==> src/rtl/clock_divider_bank.sv <==
`default_nettype none
// ============================================================================
// Module   : clock_divider_bank
// Brief    : NUM_CH independent programmable clock dividers on one system
//            clock. Each channel has a registered, glitch-free divided clock
//            and a one-cycle wrap tick. New divisor/high-time settings enter
//            through a valid/ready port and take effect at a period boundary.
// Options  : CLKDIV_PHASE_SYNC_EN - adds a 'sync' input that phase-aligns
//            all enabled channels and applies pending settings at once.
// Revision : 1.0 - initial release
// ============================================================================
module clock_divider_bank #(
    parameter int NUM_CH      = 4,
    parameter int DIV_WIDTH   = 16,
    parameter int DEFAULT_DIV = 50
) (
    input  logic                                              clk,
    input  logic                                              reset,
    input  logic [NUM_CH-1:0]                                 en,
`ifdef CLKDIV_PHASE_SYNC_EN
    input  logic                                              sync,
`endif
    input  logic                                              cfg_valid,
    output logic                                              cfg_ready,
    input  logic [((NUM_CH > 1) ? $clog2(NUM_CH) : 1)-1:0]    cfg_ch,
    input  logic [DIV_WIDTH-1:0]                              cfg_div,
    input  logic [DIV_WIDTH-1:0]                              cfg_high,
    output logic [NUM_CH-1:0]                                 outClk,
    output logic [NUM_CH-1:0]                                 tick
);

    localparam int CH_W    = (NUM_CH > 1) ? $clog2(NUM_CH) : 1;
    localparam int CH_SPAN = 1 << CH_W;

    localparam logic [DIV_WIDTH-1:0] C_DEF_DIV  = DIV_WIDTH'(DEFAULT_DIV);
    localparam logic [DIV_WIDTH-1:0] C_DEF_HIGH = C_DEF_DIV >> 1;
    localparam logic [DIV_WIDTH-1:0] C_ONE      = DIV_WIDTH'(1);
    localparam logic [DIV_WIDTH-1:0] C_TWO      = DIV_WIDTH'(2);

    logic [NUM_CH-1:0]    w_pending;
    logic [CH_SPAN-1:0]   w_pending_ext;
    logic [DIV_WIDTH-1:0] w_cfg_div_cl;
    logic [DIV_WIDTH-1:0] w_cfg_high_cl;
    logic                 w_sync;

`ifdef CLKDIV_PHASE_SYNC_EN
    assign w_sync = sync;
`else
    assign w_sync = 1'b0;
`endif

    // Unused channel codes read as "not pending", so out-of-range requests
    // see ready=1 and match no channel, i.e. they are silently dropped.
    assign w_pending_ext = CH_SPAN'(w_pending);
    assign cfg_ready     = ~w_pending_ext[cfg_ch];

    // Clamp the requested divisor/high-time so D-H can never underflow.
    always_comb begin
        w_cfg_div_cl  = (cfg_div < C_TWO) ? C_TWO : cfg_div;
        w_cfg_high_cl = cfg_high;
        if ((cfg_high == '0) || (cfg_high >= w_cfg_div_cl)) begin
            w_cfg_high_cl = w_cfg_div_cl >> 1;
        end
    end

    for (genvar i = 0; i < NUM_CH; i++) begin : g_ch
        logic [DIV_WIDTH-1:0] r_cnt;
        logic [DIV_WIDTH-1:0] r_div;
        logic [DIV_WIDTH-1:0] r_high;
        logic [DIV_WIDTH-1:0] r_sh_div;
        logic [DIV_WIDTH-1:0] r_sh_high;
        logic                 r_pend;
        logic                 r_out;
        logic                 r_tick;

        logic [DIV_WIDTH-1:0] w_cnt_nxt;
        logic [DIV_WIDTH-1:0] w_div_nxt;
        logic [DIV_WIDTH-1:0] w_high_nxt;
        logic [DIV_WIDTH-1:0] w_sh_div_nxt;
        logic [DIV_WIDTH-1:0] w_sh_high_nxt;
        logic                 w_pend_nxt;
        logic                 w_out_nxt;
        logic                 w_tick_nxt;
        logic                 w_apply;
        logic                 w_accept;

        assign w_accept     = cfg_valid && cfg_ready && (cfg_ch == CH_W'(i));
        assign w_pending[i] = r_pend;
        assign outClk[i]    = r_out;
        assign tick[i]      = r_tick;

        // Next-state: count/wrap, shadow hand-over at boundaries, and output
        // level computed from the post-update count so the output is a flop.
        always_comb begin
            w_cnt_nxt     = r_cnt + C_ONE;
            w_tick_nxt    = 1'b0;
            w_apply       = 1'b0;
            w_div_nxt     = r_div;
            w_high_nxt    = r_high;
            w_sh_div_nxt  = r_sh_div;
            w_sh_high_nxt = r_sh_high;
            w_pend_nxt    = r_pend;

            if (!en[i]) begin
                w_cnt_nxt = '0;
                w_apply   = r_pend;
            end else if (w_sync) begin
                w_cnt_nxt = '0;
                w_apply   = r_pend;
            end else if (r_cnt == (r_div - C_ONE)) begin
                w_cnt_nxt  = '0;
                w_tick_nxt = 1'b1;
                w_apply    = r_pend;
            end

            if (w_apply) begin
                w_div_nxt  = r_sh_div;
                w_high_nxt = r_sh_high;
                w_pend_nxt = 1'b0;
            end

            // Accept only happens when nothing is pending, so it never
            // collides with the hand-over above.
            if (w_accept) begin
                if (w_sync) begin
                    w_div_nxt  = w_cfg_div_cl;
                    w_high_nxt = w_cfg_high_cl;
                end else begin
                    w_sh_div_nxt  = w_cfg_div_cl;
                    w_sh_high_nxt = w_cfg_high_cl;
                    w_pend_nxt    = 1'b1;
                end
            end

            w_out_nxt = en[i] && !w_sync && (w_cnt_nxt >= (w_div_nxt - w_high_nxt));
        end

        // Channel state register with asynchronous reset to the default divisor.
        always_ff @(posedge clk or posedge reset) begin
            if (reset) begin
                r_cnt     <= '0;
                r_div     <= C_DEF_DIV;
                r_high    <= C_DEF_HIGH;
                r_sh_div  <= C_DEF_DIV;
                r_sh_high <= C_DEF_HIGH;
                r_pend    <= 1'b0;
                r_out     <= 1'b0;
                r_tick    <= 1'b0;
            end else begin
                r_cnt     <= w_cnt_nxt;
                r_div     <= w_div_nxt;
                r_high    <= w_high_nxt;
                r_sh_div  <= w_sh_div_nxt;
                r_sh_high <= w_sh_high_nxt;
                r_pend    <= w_pend_nxt;
                r_out     <= w_out_nxt;
                r_tick    <= w_tick_nxt;
            end
        end
    end

endmodule
`default_nettype wire

==> config.mk <==
export PLATFORM = sky130hd
export DESIGN_NAME = clock_divider_bank
export DESIGN_NICKNAME = d
export VERILOG_FILES = /design/src/rtl/clock_divider_bank.sv
export SDC_FILE = /design/constraint.sdc
export NUM_CORES = 1
export LEC_CHECK = 0
export BUFFER_PORTS_ARGS = -buffer_cell sky130_fd_sc_hd__buf_2
export CAP_MARGIN = 20
export CORE_AREA = 2 2 193 195
export DETAILED_ROUTE_END_ITERATION = 8
export DIE_AREA = 0 0 195 197
export GPL_TIMING_DRIVEN = 0
export PLACE_DENSITY = 0.71
export SYNTH_ARGS = -nofsm -noshare
export SYNTH_HDL_FRONTEND = slang
export SYNTH_SLANG_ARGS = --single-unit
==> constraint.sdc <==
create_clock -name clk -period 13.1 [get_ports clk]
set_clock_uncertainty 0.15 [all_clocks]
set_input_delay 1.31 -clock clk [delete_from_list [all_inputs] [get_ports clk]]
set_output_delay 1.31 -clock clk [all_outputs]
set_load 0.02 [all_outputs]
==> flow_summary.json <==
{
  "dr.pass1.iters": 6,
  "r2r_start": "g_ch[3].r_div[3]$_DFF_PP0_",
  "internal_power_mw": 2.94,
  "r2r-end": "g_ch[3].r_out$_DFF_PP0_",
  "nFillCells": 2999,
  "hold_viol": 0,
  "core-area_mm2": 0.0363,
  "drive_gt1_share_pct": 12.5,
  "grt_max_degree": 131,
  "power_density_mw_per_mm2": 220,
  "drtAntennaViolNets": 0,
  "r2r_cells": 30,
  "grt_pass1_wl_mm": 78.3,
  "cap_violations": 0,
  "antenna_found_initial": 0,
  "tightest_slew_ns": 0.939,
  "status": "completed",
  "clk_latency_ns": 0.54,
  "synthDistinctLibCells": 79,
  "syn_area_mm2": 0.0197,
  "die_area_mm2": 0.0384,
  "stdcell_count": 2618,
  "grt_usage_pct": 25.6,
  "cts_buffer_depth": 3,
  "place_ws_ns": 5.13,
  "p_clk_share_pct": 22.4,
  "drc": 0,
  "synth.yosys.seq_area_share_pct": 42.5,
  "setup_ws_ns": 5.02,
  "cp.arrival_ns": 8.35,
  "path_class": "flip-flop to flip-flop",
  "fin_nets": 2309,
  "hold_depth": 2,
  "critPathLaunchType": "flip-flop",
  "drt_iter0_drc": 931,
  "vdd_ir_drop_max_mv": 0.103,
  "cp_common_cell": "nand2_1",
  "rrSetupSlack_ns": 5.02,
  "syn_inst": 2029,
  "rows": 70,
  "htreeDepth": 2,
  "final_common_cell": "dfrtp_1",
  "io_pins": 50,
  "whs_endpoint": "g_ch[0].r_sh_div[11]$_DFFE_PP0P_",
  "p_seq_share_pct": 31.3,
  "die_w_um": 195,
  "yosysWarnings": 0,
  "synth-edff-count": 0,
  "dp.cells": 2549,
  "post_cts_buffers": 0,
  "slew_violations": 0,
  "power.share.switching_pct": 38.9,
  "synth_nets": 2218,
  "synthToLayoutAreaGrowth_pct": 11.1,
  "hold_class": "flip-flop to flip-flop",
  "ys_async_sr_fraction_pct": 100,
  "synth_area_per_cell_um2": 9.70,
  "ctsRootBufferMaster": "clkbuf_16",
  "postCtsHoldBufs": 0,
  "via_count": 14900,
  "setup_viol": 0,
  "cts_tree": "done",
  "synth_seq_cells": 332,
  "io_buffers": 49,
  "wl_mm": 47.8,
  "maxSlewHeadroom_pct": 35.6,
  "start_util_pct": 54.3,
  "cts_sinks": 332,
  "worstPathRequired_ns": 13.37,
  "place_hpwl_mm": 35.8,
  "final_cell_mix": "dfrtp_1, nand2_1, o21ai_0, inv_1, ha_1",
  "overflow": 0,
  "post-route-period-util_pct": 61.7,
  "p_sw_mw": 1.87,
  "clk_pin_slew_ns": 0.07,
  "period_minus_slack_ns": 8.08,
  "synth_top_flop_cell": "dfrtp_1",
  "grt_pass1_vias": 15100,
  "hp-start": "g_ch[0].r_sh_div[11]$_DFFE_PP0P_",
  "cpMaxStageDelayCell": "nor4_2",
  "leakage_nw": 10.7,
  "drt-wirelength-per-cell_um": 18.3,
  "pwr-share-comb_pct": 46.3,
  "die_h_um": 197,
  "max_freq_mhz": 124,
  "rsz0062_at_grt": "false",
  "crit_path_max_incr_delay_ns": 0.72,
  "cp_max_fo": 10,
  "post_drt_via_cell_ratio": 5.69,
  "post_cts_resized": 0,
  "numCtsBuffers": 37,
  "end_kind": "flip-flop",
  "gp_congestion": 0.924
}
[how the worst max path moves through the flow]
stage	end	cells past startpoint	slack [ns]	from
2_1_floorplan	g_ch[0].r_cnt[0]$_DFF_PP0_	1	2.52	reset
3_3_place_gp	g_ch[1].r_tick$_DFF_PP0_	2	-0.95	reset
3_5_place_dp	g_ch[3].r_out$_DFF_PP0_	32	5.13	g_ch[3].r_div[0]$_DFF_PP0_
4_1_cts	g_ch[3].r_out$_DFF_PP0_	32	5.11	g_ch[3].r_div[0]$_DFF_PP0_
5_1_grt	g_ch[3].r_out$_DFF_PP0_	30	4.35	g_ch[3].r_div[3]$_DFF_PP0_
6_report	g_ch[3].r_out$_DFF_PP0_	30	5.02	g_ch[3].r_div[3]$_DFF_PP0_
[area by class of cell]
class | instances | area [um2] | share of cell area [%]
sequential | 332 | 8370 | 38.3
multi-input combinational | 1473 | 10400 | 47.7
clock buffer | 47 | 1070 | 4.87
antenna | 1 | 2.50 | 0.0114
tap | 468 | 586 | 2.68
buffer | 72 | 310 | 1.42
inverter | 152 | 578 | 2.64
timing repair buffer | 52 | 305 | 1.40
clock inverter | 21 | 213 | 0.973
[registers in the layout, indices dropped and copies added, names as in the netlist, named ones only]
name            flops
g_ch.r_sh_div      64
g_ch.r_div         62
g_ch.r_out          4
g_ch.r_cnt         64
g_ch.r_sh_high     64
g_ch.r_tick         4
g_ch.r_high        64
g_ch.r_pend         4
[critical path: cells and delay by family (launching register included)]
family,cells,cell delay (ns)
adders and majority gates,3,0.84
DFF,1,0.46
xor gates and xnor gates,1,0.23
and+or+nand+nor,9,2.10
buffers and inverters,3,0.93
muxes,1,0.29
AOI/OAI and AO/OA,13,2.98
[through the flow]
stage	total power, mW	instance area [um2]	hold WS (ns)	setup TNS (ns)	utilization, %
floorplan	3.19	19700	0.294	0	-
global route	5.20	21900	0.342	0	60.3
finish	4.82	21900	0.328	0	60.3
global placement	3.62	20500	0.312	-257.37	56.6
detailed placement	3.71	20600	0.320	0	56.8
CTS	4.82	21900	0.330	0	60.3
[Yosys cell counts, types with 3 or more instances]
master    count  share of area (%)
mux2_2       69                3.9
nand2b_1     30               0.95
o21ai_0     194                4.9
a21oi_1      53                1.3
or2_2        11               0.35
o21a_1        9               0.34
or3_1         7               0.22
dfstp_2      48                6.4
xor2_1       90                4.0
nor4_1       24               0.76
a311oi_1      6               0.27
nor3b_1       3               0.11
and3_1       20               0.64
maj3_1       10               0.51
buf_1         7               0.13
buf_4         8               0.31
nor4b_1       6               0.27
nand4b_1      3               0.13
nand2_1     213                4.1
o22ai_1       5               0.16
a21boi_0      8               0.31
a211oi_1      7               0.27
fa_1          4               0.41
xnor2_1      92                4.1
xor3_1        3               0.36
and2_1        4               0.13
nor3_1       32               0.81
o31ai_1      10               0.38
nand4_1      17               0.54
o31a_1        3               0.13
dfrtp_1     284                 36
a221oi_1      3               0.13
nor2_1      120                2.3
nand3_1      56                1.4
ha_1        144                9.1
mux2i_1      72                3.7
and3b_1       5               0.22
nand3b_1      8               0.31
a21o_1       41                1.6
or4_1         6               0.23
a31oi_1      17               0.54
nor2b_1      25               0.79
clkbuf_1     54                1.0
inv_1       152                2.9
[power by group through the flow]
stage	Clock (mW)	Combinational, mW	Sequential, mW
2_1_floorplan	0	1.75	1.44
3_3_place_gp	0	2.11	1.51
3_5_place_dp	0	2.19	1.52
4_1_cts	1.09	2.22	1.50
5_1_grt	1.14	2.53	1.54
6_report	1.08	2.23	1.51
[layer usage]
metal | up-vias | part of all wire (%) | wire [um] | GRT usage, %
met3 | 112 | 4.1 | 1970 | 3.03
met4 | 0 | 4.2 | 2010 | 11.0
met5 | - | 0 | 0 | 0
li1 | 7227 | - | - | -
met2 | 359 | 47 | 22300 | 42.8
met1 | 7211 | 45 | 21600 | 33.9
[kinds of logic after synthesis]
group	share of synthesized area, %
AND/OR/NAND/NOR	14.7
AO/OA/AOI/OAI	11.9
flip-flops	42.5
buffers and inverters	4.47
XOR/XNOR	8.69
adder cells (fa/ha/maj)	10.1
multiplexers	7.61
No activity file was read; power rests on OpenSTA's default activity.
